[src/rtl/avm_image_streamer_if.sv]
// Avalon-MM register-bus bundle between the image streamer (master) and the
// UART-style register core (slave).
interface avm_image_streamer_if;
  logic [4:0]  avm_address;
  logic        avm_read;
  logic        avm_write;
  logic [31:0] avm_writedata;
  logic [31:0] avm_readdata;
  logic        avm_waitrequest;

  modport master (
    output avm_address, avm_read, avm_write, avm_writedata,
    input  avm_readdata, avm_waitrequest
  );

  modport slave (
    input  avm_address, avm_read, avm_write, avm_writedata,
    output avm_readdata, avm_waitrequest
  );
endinterface

[src/rtl/avm_image_streamer.sv]
// Avalon-MM master that streams a raw frame byte-by-byte into a UART register
// core, then reads back a fixed-length result. Optional poll watchdog: AVM_IMAGE_STREAMER_WATCHDOG_EN.
module avm_image_streamer #(
  parameter int IMG_W        = 640,
  parameter int IMG_H        = 480,
  parameter int N_CH         = 3,
  parameter int RESULT_BYTES = 128,
  parameter int TIMEOUT_CYC  = 1000000,
  parameter int RX_BASE      = 0,
  parameter int TX_BASE      = 4,
  parameter int STATUS_BASE  = 8,
  parameter int TX_OK_BIT    = 6,
  parameter int RX_OK_BIT    = 7
) (
  input  logic                        avm_clk,
  input  logic                        avm_rst_n,
  avm_image_streamer_if.master        avm,
  input  logic                        i_start,
  input  logic [1:0]                  i_mode,
  input  logic [7:0]                  i_writedata,
  output logic                        o_ready,
  output logic [7:0]                  o_readdata,
  output logic                        o_readdata_valid,
  output logic                        o_busy,
  output logic                        o_done,
  output logic                        o_error,
  output logic [2:0]                  o_state
);
  localparam int N_TOT = IMG_W * IMG_H * N_CH;
  localparam int BCW   = $clog2(N_TOT + 1);
  localparam int RCW   = $clog2(RESULT_BYTES + 1);

  typedef enum logic [2:0] {
    S_IDLE     = 3'd0,
    S_POLL_TX  = 3'd1,
    S_WRITE_TX = 3'd2,
    S_POLL_RX  = 3'd3,
    S_READ_RX  = 3'd4,
    S_DONE     = 3'd5,
    S_ERR      = 3'd6
  } state_t;

  state_t         state, state_nxt;
  logic [1:0]     mode_q;
  logic [7:0]     tx_byte;
  logic [BCW-1:0] byte_cnt;
  logic [RCW-1:0] res_cnt;
  logic           rd_en, wr_en, xfer_done, wd_expired;
  logic           tx_ok, rx_ok, last_byte, last_res;

  // Strobes, address and data are pure functions of state, so they hold through stalls.
  assign rd_en     = (state == S_POLL_TX) || (state == S_POLL_RX) || (state == S_READ_RX);
  assign wr_en     = (state == S_WRITE_TX);
  assign xfer_done = (rd_en || wr_en) && !avm.avm_waitrequest;
  assign tx_ok     = avm.avm_readdata[TX_OK_BIT];
  assign rx_ok     = avm.avm_readdata[RX_OK_BIT];
  assign last_byte = (byte_cnt == BCW'(N_TOT - 1));
  assign last_res  = (res_cnt == RCW'(RESULT_BYTES - 1));

  assign avm.avm_read      = rd_en;
  assign avm.avm_write     = wr_en;
  assign avm.avm_writedata = {24'd0, tx_byte};
  assign avm.avm_address   = (state == S_WRITE_TX) ? 5'(TX_BASE) :
                             (state == S_READ_RX)  ? 5'(RX_BASE) : 5'(STATUS_BASE);

  assign o_busy  = (state != S_IDLE);
  assign o_done  = (state == S_DONE);
  assign o_state = state;

  wire unused_readdata = &{1'b0, avm.avm_readdata};

  // NOTE: every output of this block gets a default before the case so no path leaves it unassigned (no latches).
  always_comb begin
    state_nxt = state;
    o_ready   = 1'b0;
    case (state)
      S_IDLE:
        if (i_start) state_nxt = (i_mode == 2'd2) ? S_POLL_RX : S_POLL_TX;
      S_POLL_TX:
        if (xfer_done && tx_ok) begin
          o_ready   = 1'b1;
          state_nxt = S_WRITE_TX;
        end else if (wd_expired) begin
          state_nxt = S_ERR;
        end
      S_WRITE_TX:
        if (xfer_done) begin
          if (!last_byte)          state_nxt = S_POLL_TX;
          else if (mode_q == 2'd1) state_nxt = S_DONE;
          else                     state_nxt = S_POLL_RX;
        end
      S_POLL_RX:
        if (xfer_done && rx_ok) state_nxt = S_READ_RX;
        else if (wd_expired)    state_nxt = S_ERR;
      S_READ_RX:
        if (xfer_done) state_nxt = last_res ? S_DONE : S_POLL_RX;
      S_DONE:  state_nxt = S_IDLE;
      S_ERR:   state_nxt = S_IDLE;
      default: state_nxt = S_IDLE;
    endcase
  end

  // NOTE: sequential state uses non-blocking assignments so every register samples pre-edge values.
  always_ff @(posedge avm_clk) begin
    if (!avm_rst_n) begin
      state            <= S_IDLE;
      mode_q           <= 2'd0;
      tx_byte          <= 8'd0;
      byte_cnt         <= '0;
      res_cnt          <= '0;
      o_readdata       <= 8'd0;
      o_readdata_valid <= 1'b0;
    end else begin
      state            <= state_nxt;
      o_readdata_valid <= 1'b0;
      if (state == S_IDLE && i_start) mode_q <= (i_mode == 2'd3) ? 2'd0 : i_mode;
      if (o_ready) tx_byte <= i_writedata;
      if (wr_en && xfer_done) byte_cnt <= byte_cnt + 1'b1;
      if (state == S_READ_RX && xfer_done) begin
        o_readdata       <= avm.avm_readdata[7:0];
        o_readdata_valid <= 1'b1;
        res_cnt          <= res_cnt + 1'b1;
      end
      if (state == S_DONE || state == S_ERR) begin
        byte_cnt <= '0;
        res_cnt  <= '0;
      end
    end
  end

`ifdef AVM_IMAGE_STREAMER_WATCHDOG_EN
  localparam int WCW = $clog2(TIMEOUT_CYC + 1);
  logic [WCW-1:0] wd_cnt;
  logic           error_q;
  logic           poll_hit;

  assign poll_hit   = xfer_done && (((state == S_POLL_TX) && tx_ok) || ((state == S_POLL_RX) && rx_ok));
  assign wd_expired = (wd_cnt == WCW'(TIMEOUT_CYC - 1));
  assign o_error    = error_q;

  always_ff @(posedge avm_clk) begin
    if (!avm_rst_n) begin
      wd_cnt  <= '0;
      error_q <= 1'b0;
    end else begin
      if ((state == S_POLL_TX || state == S_POLL_RX) && !poll_hit) wd_cnt <= wd_cnt + 1'b1;
      else                                                         wd_cnt <= '0;
      if (state_nxt == S_ERR)            error_q <= 1'b1;
      else if (state == S_IDLE && i_start) error_q <= 1'b0;
    end
  end
`else
  localparam int unused_timeout = TIMEOUT_CYC;
  assign wd_expired = 1'b0;
  assign o_error    = 1'b0;
`endif
endmodule

[src/flat_wrapper.sv]
// flat-port wrapper written by rule: the top's interface ports become plain ports
module avm_image_streamer_flat 
#(
  parameter int IMG_W        = 640,
  parameter int IMG_H        = 480,
  parameter int N_CH         = 3,
  parameter int RESULT_BYTES = 128,
  parameter int TIMEOUT_CYC  = 1000000,
  parameter int RX_BASE      = 0,
  parameter int TX_BASE      = 4,
  parameter int STATUS_BASE  = 8,
  parameter int TX_OK_BIT    = 6,
  parameter int RX_OK_BIT    = 7
)
  (avm_clk, avm_rst_n, i_start, i_mode, i_writedata, o_ready, o_readdata, o_readdata_valid, o_busy, o_done, o_error, o_state, avm_avm_address, avm_avm_read, avm_avm_write, avm_avm_writedata, avm_avm_readdata, avm_avm_waitrequest);
  avm_image_streamer_if avm_i ();
  input  logic avm_clk;
  input  logic avm_rst_n;
  input  logic i_start;
  input  logic [1:0] i_mode;
  input  logic [7:0] i_writedata;
  output logic o_ready;
  output logic [7:0] o_readdata;
  output logic o_readdata_valid;
  output logic o_busy;
  output logic o_done;
  output logic o_error;
  output logic [2:0] o_state;
  output wire logic [$bits(avm_i.avm_address)-1:0] avm_avm_address;
  output wire logic [$bits(avm_i.avm_read)-1:0] avm_avm_read;
  output wire logic [$bits(avm_i.avm_write)-1:0] avm_avm_write;
  output wire logic [$bits(avm_i.avm_writedata)-1:0] avm_avm_writedata;
  input wire logic [$bits(avm_i.avm_readdata)-1:0] avm_avm_readdata;
  input wire logic [$bits(avm_i.avm_waitrequest)-1:0] avm_avm_waitrequest;
  assign avm_avm_address = avm_i.avm_address;
  assign avm_avm_read = avm_i.avm_read;
  assign avm_avm_write = avm_i.avm_write;
  assign avm_avm_writedata = avm_i.avm_writedata;
  assign avm_i.avm_readdata = avm_avm_readdata;
  assign avm_i.avm_waitrequest = avm_avm_waitrequest;
  avm_image_streamer #(.IMG_W(IMG_W), .IMG_H(IMG_H), .N_CH(N_CH), .RESULT_BYTES(RESULT_BYTES), .TIMEOUT_CYC(TIMEOUT_CYC), .RX_BASE(RX_BASE), .TX_BASE(TX_BASE), .STATUS_BASE(STATUS_BASE), .TX_OK_BIT(TX_OK_BIT), .RX_OK_BIT(RX_OK_BIT)) u_core (.avm_clk(avm_clk), .avm_rst_n(avm_rst_n), .avm(avm_i), .i_start(i_start), .i_mode(i_mode), .i_writedata(i_writedata), .o_ready(o_ready), .o_readdata(o_readdata), .o_readdata_valid(o_readdata_valid), .o_busy(o_busy), .o_done(o_done), .o_error(o_error), .o_state(o_state));
endmodule
[config.mk]
export PLATFORM = sky130hd
export DESIGN_NAME = avm_image_streamer_flat
export DESIGN_NICKNAME = d
export VERILOG_FILES = /design/src/rtl/avm_image_streamer_if.sv /design/src/rtl/avm_image_streamer.sv /design/src/flat_wrapper.sv
export SDC_FILE = /design/constraint.sdc
export NUM_CORES = 1
export LEC_CHECK = 0
export BUFFER_PORTS_ARGS = -buffer_cell sky130_fd_sc_hd__buf_2
export CAP_MARGIN = 0
export CORE_ASPECT_RATIO = 0.5
export CORE_UTILIZATION = 48
export CTS_CLUSTER_DIAMETER = 100
export DETAILED_ROUTE_END_ITERATION = 7
export PLACE_DENSITY = 0.8
export SLEW_MARGIN = 20
export SYNTH_ARGS = -nofsm -noshare
export SYNTH_HDL_FRONTEND = slang
export SYNTH_SLANG_ARGS = --single-unit
[constraint.sdc]
create_clock -name avm_clk -period 2.35 [get_ports avm_clk]
set_input_delay 0.705 -clock avm_clk [delete_from_list [all_inputs] [get_ports avm_clk]]
set_output_delay 0.705 -clock avm_clk [all_outputs]
set_load 0.01 [all_outputs]
==> results of run 1 <==
placed cells by master (no fill, tap or decap), types with 8 or more instances in the layout:
cell type,instances
nor2_1,25
xor2_1,15
dfxtp_1,49
buf_2,48
a21oi_1,9
a21boi_0,9
o21ai_0,10
conb_1,28
nand2_1,32
nor2b_1,11
nand4_1,8
buf_4,11
mux2i_1,10
or3_1,8
kinds of logic (layout without fill, tap and decap cells):
| logic type | count (synthesis) | in the layout | share of synthesized area (%) |
|---|---|---|---|
| fa+ha+maj | 2 | 2 | 0.988 |
| other cells | 1 | 28 | 0.148 |
| buf+inv | 46 | 71 | 11.9 |
| simple gates | 123 | 123 | 26.9 |
| compound gates | 36 | 36 | 8.85 |
| mux | 11 | 11 | 4.40 |
| xor+xnor | 21 | 21 | 7.27 |
| flops | 50 | 50 | 39.5 |
per-layer routing:
layer,GRT usage [%],part of all wire (%)
met1,19.4,43
met2,35.1,51
met3,4.93,4.9
met4,5.87,0.85
met5,0,0
power breakdown:
part           internal, W  total (W)  switching [W]  leakage, nW
combinational     0.000322   0.000745       0.000423        0.796
clock             0.000213   0.000517       0.000304       0.0408
sequential        0.000913   0.000996      0.0000838        0.404
area by class of cell:
type / count / area, um2 / area share, %
flip-flops and latches: 50 / 1000 / 35.2
repair buffers: 59 / 323 / 11.3
clock buffers: 5 / 68.8 / 2.41
well taps: 70 / 87.6 / 3.07
multi-input cells: 221 / 1330 / 46.7
inverters: 4 / 15.0 / 0.527
clock inverters: 3 / 23.8 / 0.834
metrics by stage:
| step | worst slack [ns] | cell area [um2] | std cells | utilization [%] | hold slack [ns] |
|---|---|---|---|---|---|
| finish | 0.0808 | 2850 | 412 | 57.0 | 0.472 |
| global route | 0.00942 | 2850 | 412 | 57.0 | 0.497 |
| CTS | 0.0786 | 2850 | 412 | 57.0 | 0.474 |
| detailed placement | 0.0881 | 2760 | 404 | 55.1 | 0.459 |
| global placement | 0.0937 | 2760 | 404 | 55.1 | 0.449 |
| floorplan | 0.157 | 2630 | 317 | - | 0.451 |
worst max-delay path, stage by stage:
cell and delay, ns:
buf_2 0.10, inv_1 0.08, nand3_1 0.12, or3_1 0.37, inv_1 0.07, buf_2 0.12
worst max-delay path by stage:
stage / startpoint / to / slack, ns / cells after the start
after floorplan: avm_avm_waitrequest / o_ready / 0.16 / 5
after global placement: avm_avm_waitrequest / o_ready / 0.09 / 6
after detailed placement: avm_avm_waitrequest / o_ready / 0.09 / 6
after CTS: avm_avm_waitrequest / o_ready / 0.08 / 6
after global routing: avm_avm_waitrequest / o_ready / 0.009 / 6
final: avm_avm_waitrequest / o_ready / 0.08 / 6
state kept, by name, indices dropped and copies added, names as in the netlist:
| register | flops |
|---|---|
| u_core.o_readdata_valid | 1 |
| u_core.o_state | 3 |
| u_core.o_readdata | 8 |
| u_core.byte_cnt | 20 |
| u_core.tx_byte | 8 |
| u_core.mode_q | 2 |
| u_core.res_cnt | 8 |
==> reports/results.ini, run 1 <==
[timing]
rsz0062_at_grt = false
clock.fmax_mhz = 441
finalHoldViolCount = 0
fin_crit_ns = 2.27
finalSetupViolCount = 0
fin_setup_tns_ns = 0
drv_slew = 0
slew_headroom_pct = 64.7
tightest_slew_ns = 0.528
finClkSkew_ns = 0.0106
final.period_utilization_pct = 96.6

[detailed_routing]
drtIter0Drc = 86
ant_nets = 0
viasPerCell = 4.92
post_drt_wl_per_cell_um = 11.4
wl_um = 4710
first_pass_iters = 4
num_vias = 2027
drc = 0

[cells_and_area]
diodes = 0
n_fill_cell = 450
area_delta_synth_final_pct = 12.6
drive_above_1_share_pct = 21.9
nets = 389

[floorplan]
num_rows = 18
die_area_mm2 = 0.00559
core_mm2 = 0.00500
initial_utilization_pct = 50.6
die_h_um = 53.4
die_w_um = 105
ios = 101

[critical_path]
start_kind = input port
reg2reg_slack_ns = 0.38
required_ns = 1.64
path_max_fanout = 3
r2r_end = u_core.byte_cnt[18]
rr_worst_depth = 5
end_kind = output port
rr_startpoint = u_core.o_state[1]
crit_arrival_ns = 1.56
path_class = in2out

[cts]
hold_buffers = 0
clock_latency_ns = 0.31
clock_path_buffers = 2
clkSlewWorstSetupHoldPaths_ns = 0.10
post_cts_buffers = 0
cts_tree = yes
htree_levels = 2
cts_buffers = 5
clock_tree.root_cell = clkbuf_8
cts_resized = 0
cts.sinks = 50

[pwr]
power_w = 0.00226
power_leakage_nw = 1.24
p_per_area_mw_per_mm2 = 792
ir_drop_v = 0.000436

[grt]
grt_pass1_wl_um = 7760
antenna_found_initial = 0
grt_pass1_vias = 1810
overflow = 0
track_usage_pct = 18.0
grt_max_degree = 29

[yosys]
yosysSeqAreaShare_pct = 39.5
ys_seq_elements = 50
ys_types = 43
synth.top_cell.area_share_pct = 39.5
synth.most_common_cell = dfxtp_1
synthArstFlopShare_pct = 0
synth_largest_area_cell = dfxtp_1
synth-main-ff-cell = dfxtp_1
syn_area_per_cell_um2 = 8.73
yosysWarnings = 0
synthTopCellsByArea = dfxtp_1 (40%), buf_4 (8.9%), xor2_1 (5.2%), nand2_1 (4.7%), mux2i_1 (4.0%)
syn_inst = 290
syn_area_mm2 = 0.00253
synth_edf_count = 0
synthTopCellsByCount = dfxtp_1 (50), nand2_1 (32), buf_4 (30), nor2_1 (25), xor2_1 (15)

[place]
hpwl_um = 3590
routabilityCongestion = 0.818
port_buffers = 48

[hold_path]
hold_class = reg2reg
hold_depth = 2
holdPathEnd = u_core.o_readdata[6]
worstHoldStart = u_core.o_readdata[6]

[job]
maxCapViolCount = 0

[run_status]
status = complete, no violations

No activity file was read; power rests on OpenSTA's default activity.
==> run 2, diff against run 1 <==
Settings changed: CORE_UTILIZATION 48 to 44, PLACE_DENSITY 0.8 to 0.78.
Clock period 2.35 ns to 2 ns, I/O delays scaled along.
==> reports/results.ini, run 2 (same netlist as run 1, synthesis figures left out) <==
[floorplan]
initial_utilization_pct = 45.9  ; -4.7 points
ios = 101  ; unchanged
die_area_mm2 = 0.00608  ; +8.8%
core_mm2 = 0.00552  ; +10%
die_w_um = 109  ; +4.4%
die_h_um = 55.6  ; +4.3%
num_rows = 19  ; +1

[place]
dp_cells = 412  ; +2.0%
hpwl_um = 3540  ; -1.4%
routabilityCongestion = 0.841  ; +2.7%
place_ws_ns = -0.0559  ; -0.144 ns
port_buffers = 48  ; unchanged

[cells_and_area]
drive_above_1_share_pct = 24.8  ; +2.9 points
final_core_util_pct = 54.1  ; -2.9 points
largest_reg_flops = 20  ; unchanged
regMostFlops = u_core.byte_cnt
final_cell_mix = buf_2 (48), dfxtp_1 (47), nand2_1 (32)
instances_no_fill = 420  ; +1.9%
area_delta_synth_final_pct = 17.8
mostFrequentLayoutCell = buf_2
diodes = 0  ; unchanged
nets = 394  ; +1.3%

[cts]
post_cts_buffers = 0  ; unchanged
cts.sinks = 50  ; unchanged
htree_levels = 2  ; unchanged
clock_latency_ns = 0.29  ; -0.02 ns
clock_path_buffers = 2  ; unchanged
clkSlewWorstSetupHoldPaths_ns = 0.06  ; -0.04 ns
clock_tree.root_cell = clkbuf_16
cts_tree = yes
hold_buffers = 0  ; unchanged
cts_buffers = 5  ; unchanged

[critical_path]
rr_worst_depth = 5  ; unchanged
path_max_fanout = 12  ; +9
end_kind = output port
r2r_end = u_core.o_state[1]
reg2reg_slack_ns = 0.18  ; -0.20 ns
required_ns = 1.40  ; -0.24 ns
crit_arrival_ns = 1.38  ; -0.18 ns
path_class = reg2out
cp-startpoint = u_core.o_state[2]
start_kind = flop
rr_startpoint = u_core.byte_cnt[3]

[job]
maxCapViolCount = 0  ; unchanged

[detailed_routing]
drc = 0  ; unchanged
post_drt_wl_per_cell_um = 12.1  ; +5.8%
viasPerCell = 5.03  ; +2.3%
first_pass_iters = 4  ; unchanged
drtIter0Drc = 75  ; -13%
num_vias = 2114  ; +4.3%
drt-met1-wl_um = 2210  ; +8.0%
maxUsedRoutingLayer = met4
route.met2.wl_um = 2480  ; +3.5%
wl_um = 5080  ; +7.8%
ant_nets = 0  ; unchanged
met3_length_um = 282  ; +22%

[timing]
final.period_utilization_pct = 98.8
rsz0062_at_grt = true
drv_slew = 0  ; unchanged
finalHoldViolCount = 0  ; unchanged
fin_setup_tns_ns = 0  ; unchanged
setup_ws_ns = 0.0246  ; -0.0562 ns
finClkSkew_ns = 0.00648  ; -0.00411 ns
finalSetupViolCount = 0  ; unchanged
clock.fmax_mhz = 506
fin_crit_ns = 1.98

[hold_path]
worstHoldStart = u_core.o_readdata[7]
hold_class = reg2reg
holdPathEnd = u_core.o_readdata[7]
hold_depth = 2  ; unchanged

[grt]
grt_pass1_wl_um = 8630  ; +11%
antenna_found_initial = 0  ; unchanged
grt_pass1_vias = 1969  ; +8.8%
overflow = 0  ; unchanged
track_usage_pct = 18.0  ; +0.076 points
grt_max_degree = 29  ; unchanged

[pwr]
ir_drop_v = 0.000467  ; +7.3%
p_per_area_mw_per_mm2 = 1020  ; +29%
power_leakage_nw = 1.31  ; +5.5%

[run_status]
status = complete, no violations

==> run 2: final cells by class <==
cell class	instances	area (um2)
fill	469	2530
clock buffer	7	153
timing repair buffer	64	364
inverter	4	15.0
clock inverter	1	8.76
sequential	50	1000
tap	73	91.3
multi-input combinational	221	1350
==> run 2: power breakdown <==
group          leakage (nW)  internal (W)  switching [W]
sequential            0.405       0.00108      0.0000710
combinational         0.825      0.000444       0.000567
clock                0.0801      0.000534       0.000356
==> run 2: per-layer routing <==
metal  global-route usage [%]  up-vias
li1                         -     1038
met1                     21.9      976
met2                     30.1       85
met3                     4.45       15
met4                     8.38        0
met5                        0        -
==> run 2: worst max-delay path by stage <==
stage / to / slack [ns]
final: o_ready / 0.02
after global routing: o_ready / -0.03
after floorplan: o_ready / 0.02
after CTS: o_ready / 0.004
after global placement: o_ready / -0.01
after detailed placement: u_core.byte_cnt[18] / -0.06
==> run 2: repair_timing <==
action,CTS,global route
endpoints found under the setup margin,2,3
resized for setup,4,4
endpoints found under the hold margin,0,0
==> run 2: per-stage QoR <==
step / instance area, um2 / hold slack [ns] / power [W]
floorplan: 2630 / 0.451 / 0.00186
global placement: 2800 / 0.448 / 0.00209
detailed placement: 2800 / 0.456 / 0.00212
CTS: 2970 / 0.465 / 0.00303
global route: 2980 / 0.505 / 0.00321
finish: 2980 / 0.463 / 0.00305
==> run 2: worst max-delay path, cell delays in order, from the launching register on <==
cell and delay, ns:
dfxtp_2 0.34, buf_4 0.18, or3_4 0.39, inv_1 0.06, buf_2 0.12
==> run 3, diff against run 2 <==
Settings changed: BUFFER_PORTS_ARGS -buffer_cell sky130_fd_sc_hd__buf_2 to -buffer_cell sky130_fd_sc_hd__buf_4, CTS_CLUSTER_DIAMETER 100 to default, RECOVER_POWER from default to 25.
==> reports/results.ini, run 3 (same netlist as run 1, synthesis figures left out) <==
[timing]
finalHoldViolCount = 0  ; unchanged
fin_setup_tns_ns = 0  ; unchanged
setup_ws_ns = 0.0158  ; -0.00870 ns
fin_crit_ns = 1.98  ; +0.00870 ns
hold_ws_ns = 0.466  ; +0.00281 ns
final.period_utilization_pct = 99.2  ; +0.44 points
finClkSkew_ns = 0.00455  ; -0.00193 ns
drv_slew = 0  ; unchanged
clock.fmax_mhz = 504  ; -0.44%
finalSetupViolCount = 0  ; unchanged

[place]
port_buffers = 48  ; unchanged
dp_cells = 412  ; unchanged
hpwl_um = 3700  ; +4.8%
place_ws_ns = -0.0478  ; +0.00807 ns
routabilityCongestion = 0.804  ; -4.4%

[detailed_routing]
drc = 0  ; unchanged
ant_nets = 0  ; unchanged
drtIter0Drc = 88  ; +17%
num_vias = 2087  ; -1.3%
viasPerCell = 4.95  ; -1.7%
first_pass_iters = 4  ; unchanged
post_drt_wl_per_cell_um = 12.5  ; +3.0%
wl_um = 5260  ; +3.5%

[critical_path]
start_kind = flop
required_ns = 1.40  ; about the same
cp_cell_sequence = buf_4 > nor3_1 > a21o_1 > buf_4
path_max_fanout = 9  ; -3
cpMostUsedCell = buf_4
path_class = reg2out
critPathSlowestCell = dfxtp_2
slowest_delay_ns = 0.35  ; -0.04 ns
end_kind = output port
crit_family = flip-flops
crit_buf_inv = 2  ; -1
crit_arrival_ns = 1.38  ; about the same

[floorplan]
die_h_um = 55.6  ; unchanged
initial_utilization_pct = 45.9  ; unchanged
ios = 101  ; unchanged
core_mm2 = 0.00552  ; unchanged
die_area_mm2 = 0.00608  ; unchanged
num_rows = 19  ; unchanged
die_w_um = 109  ; unchanged

[grt]
grt_pass1_wl_um = 8590  ; -0.48%
overflow = 0  ; unchanged
grt_max_degree = 29  ; unchanged
met3_usage_pct = 4.92  ; +0.47 points
grt_pass1_vias = 1940  ; -1.5%
grt-busiest-layer = met2
track_usage_pct = 18.0  ; about the same
gr-usage-met1_pct = 22.2  ; +0.26 points
use_met2_pct = 29.7  ; -0.36 points
antenna_found_initial = 0  ; unchanged

[cells_and_area]
n_fill_cell = 506  ; +7.9%
largest_reg_flops = 20  ; unchanged
drive_above_1_share_pct = 20.1  ; -4.7 points
nets = 396  ; +0.51%
area_delta_synth_final_pct = 20.7
mostFrequentLayoutCell = dfxtp_1
diodes = 0  ; unchanged
regMostFlops = u_core.byte_cnt
final_cell_mix = dfxtp_1 (48), buf_4 (46), nand2_1 (32)
instances_no_fill = 422  ; +0.48%

[cts]
clock_tree.root_cell = clkbuf_16
cts.sinks = 50  ; unchanged
clock_latency_ns = 0.29  ; about the same
cts_buffers = 5  ; unchanged
clkSlewWorstSetupHoldPaths_ns = 0.06  ; about the same
cts_tree = yes
htree_levels = 2  ; unchanged
clock_path_buffers = 2  ; unchanged
hold_buffers = 0  ; unchanged

[hold_path]
hold_class = reg2reg

[job]
maxCapViolCount = 0  ; unchanged

[pwr]
power_leakage_nw = 1.26  ; -3.9%
power_w = 0.00310  ; +1.5%
ir_drop_v = 0.000500  ; +7.1%
p_per_area_mw_per_mm2 = 1010  ; -0.95%

[run_status]
status = complete, no violations

## run 3: cell types whose count changed in the layout (fill, tap and decap cells not counted), sizes merged
cell | previous run | this run
buf | 64 | 48
clkbuf | 7 | 25
clkinv | 1 | 2
inv | 4 | 3
## run 3: worst min-delay path: stages (launching register included)
cell and delay [ns]:
dfxtp_1 0.31, nand2_1 0.05, a21boi_0 0.06
## run 3: report_power, final
part           switching [W]  total (W)  internal (W)
registers          0.0000774    0.00116       0.00108
logic               0.000577    0.00109      0.000511
clock network       0.000353   0.000850      0.000496
## run 3: final cells by class
| type | count | area [um2] | share of cell area (%) |
|---|---|---|---|
| clock buffers | 7 | 143 | 4.67 |
| repair buffers | 66 | 444 | 14.5 |
| inverters | 4 | 20.0 | 0.655 |
| multi-input cells | 221 | 1350 | 44.1 |
| well taps | 73 | 91.3 | 2.99 |
| flip-flops and latches | 50 | 1010 | 32.9 |
| clock inverters | 1 | 5.00 | 0.164 |
## run 3: what timing repair did
action / in CTS / in global routing
gates cloned: 0 / 0
pin swaps: 1 / 2
endpoints found under the setup margin: 5 / 3
gates resized for setup: 10 / 5
buffers inserted: 0 / 2
## run 3: stage by stage
step                      cell area (um2)  util (%)
after floorplan                      2630         -
after global placement               2920      52.9
after detailed placement             2920      52.9
after CTS                            3090      56.1
after global routing                 3060      55.4
final                                3060      55.4
## run 3: path summary, 6_finish.rpt
kind                            cells past startpoint                   end  slack [ns]            startpoint
worst max-delay path                                4          avm_avm_read        0.02     u_core.o_state[0]
worst min-delay path                                2  u_core.o_readdata[2]        0.47  u_core.o_readdata[2]
worst max register to register                      7    u_core.byte_cnt[8]        0.14     u_core.o_state[2]
worst min register to register                      2  u_core.o_readdata[2]        0.47  u_core.o_readdata[2]
## run 3: metal layers
layer,wire length (um),vias up
li1,-,1037
met1,2320,980
met2,2640,63
met3,231,7
met4,63,0
met5,0,-
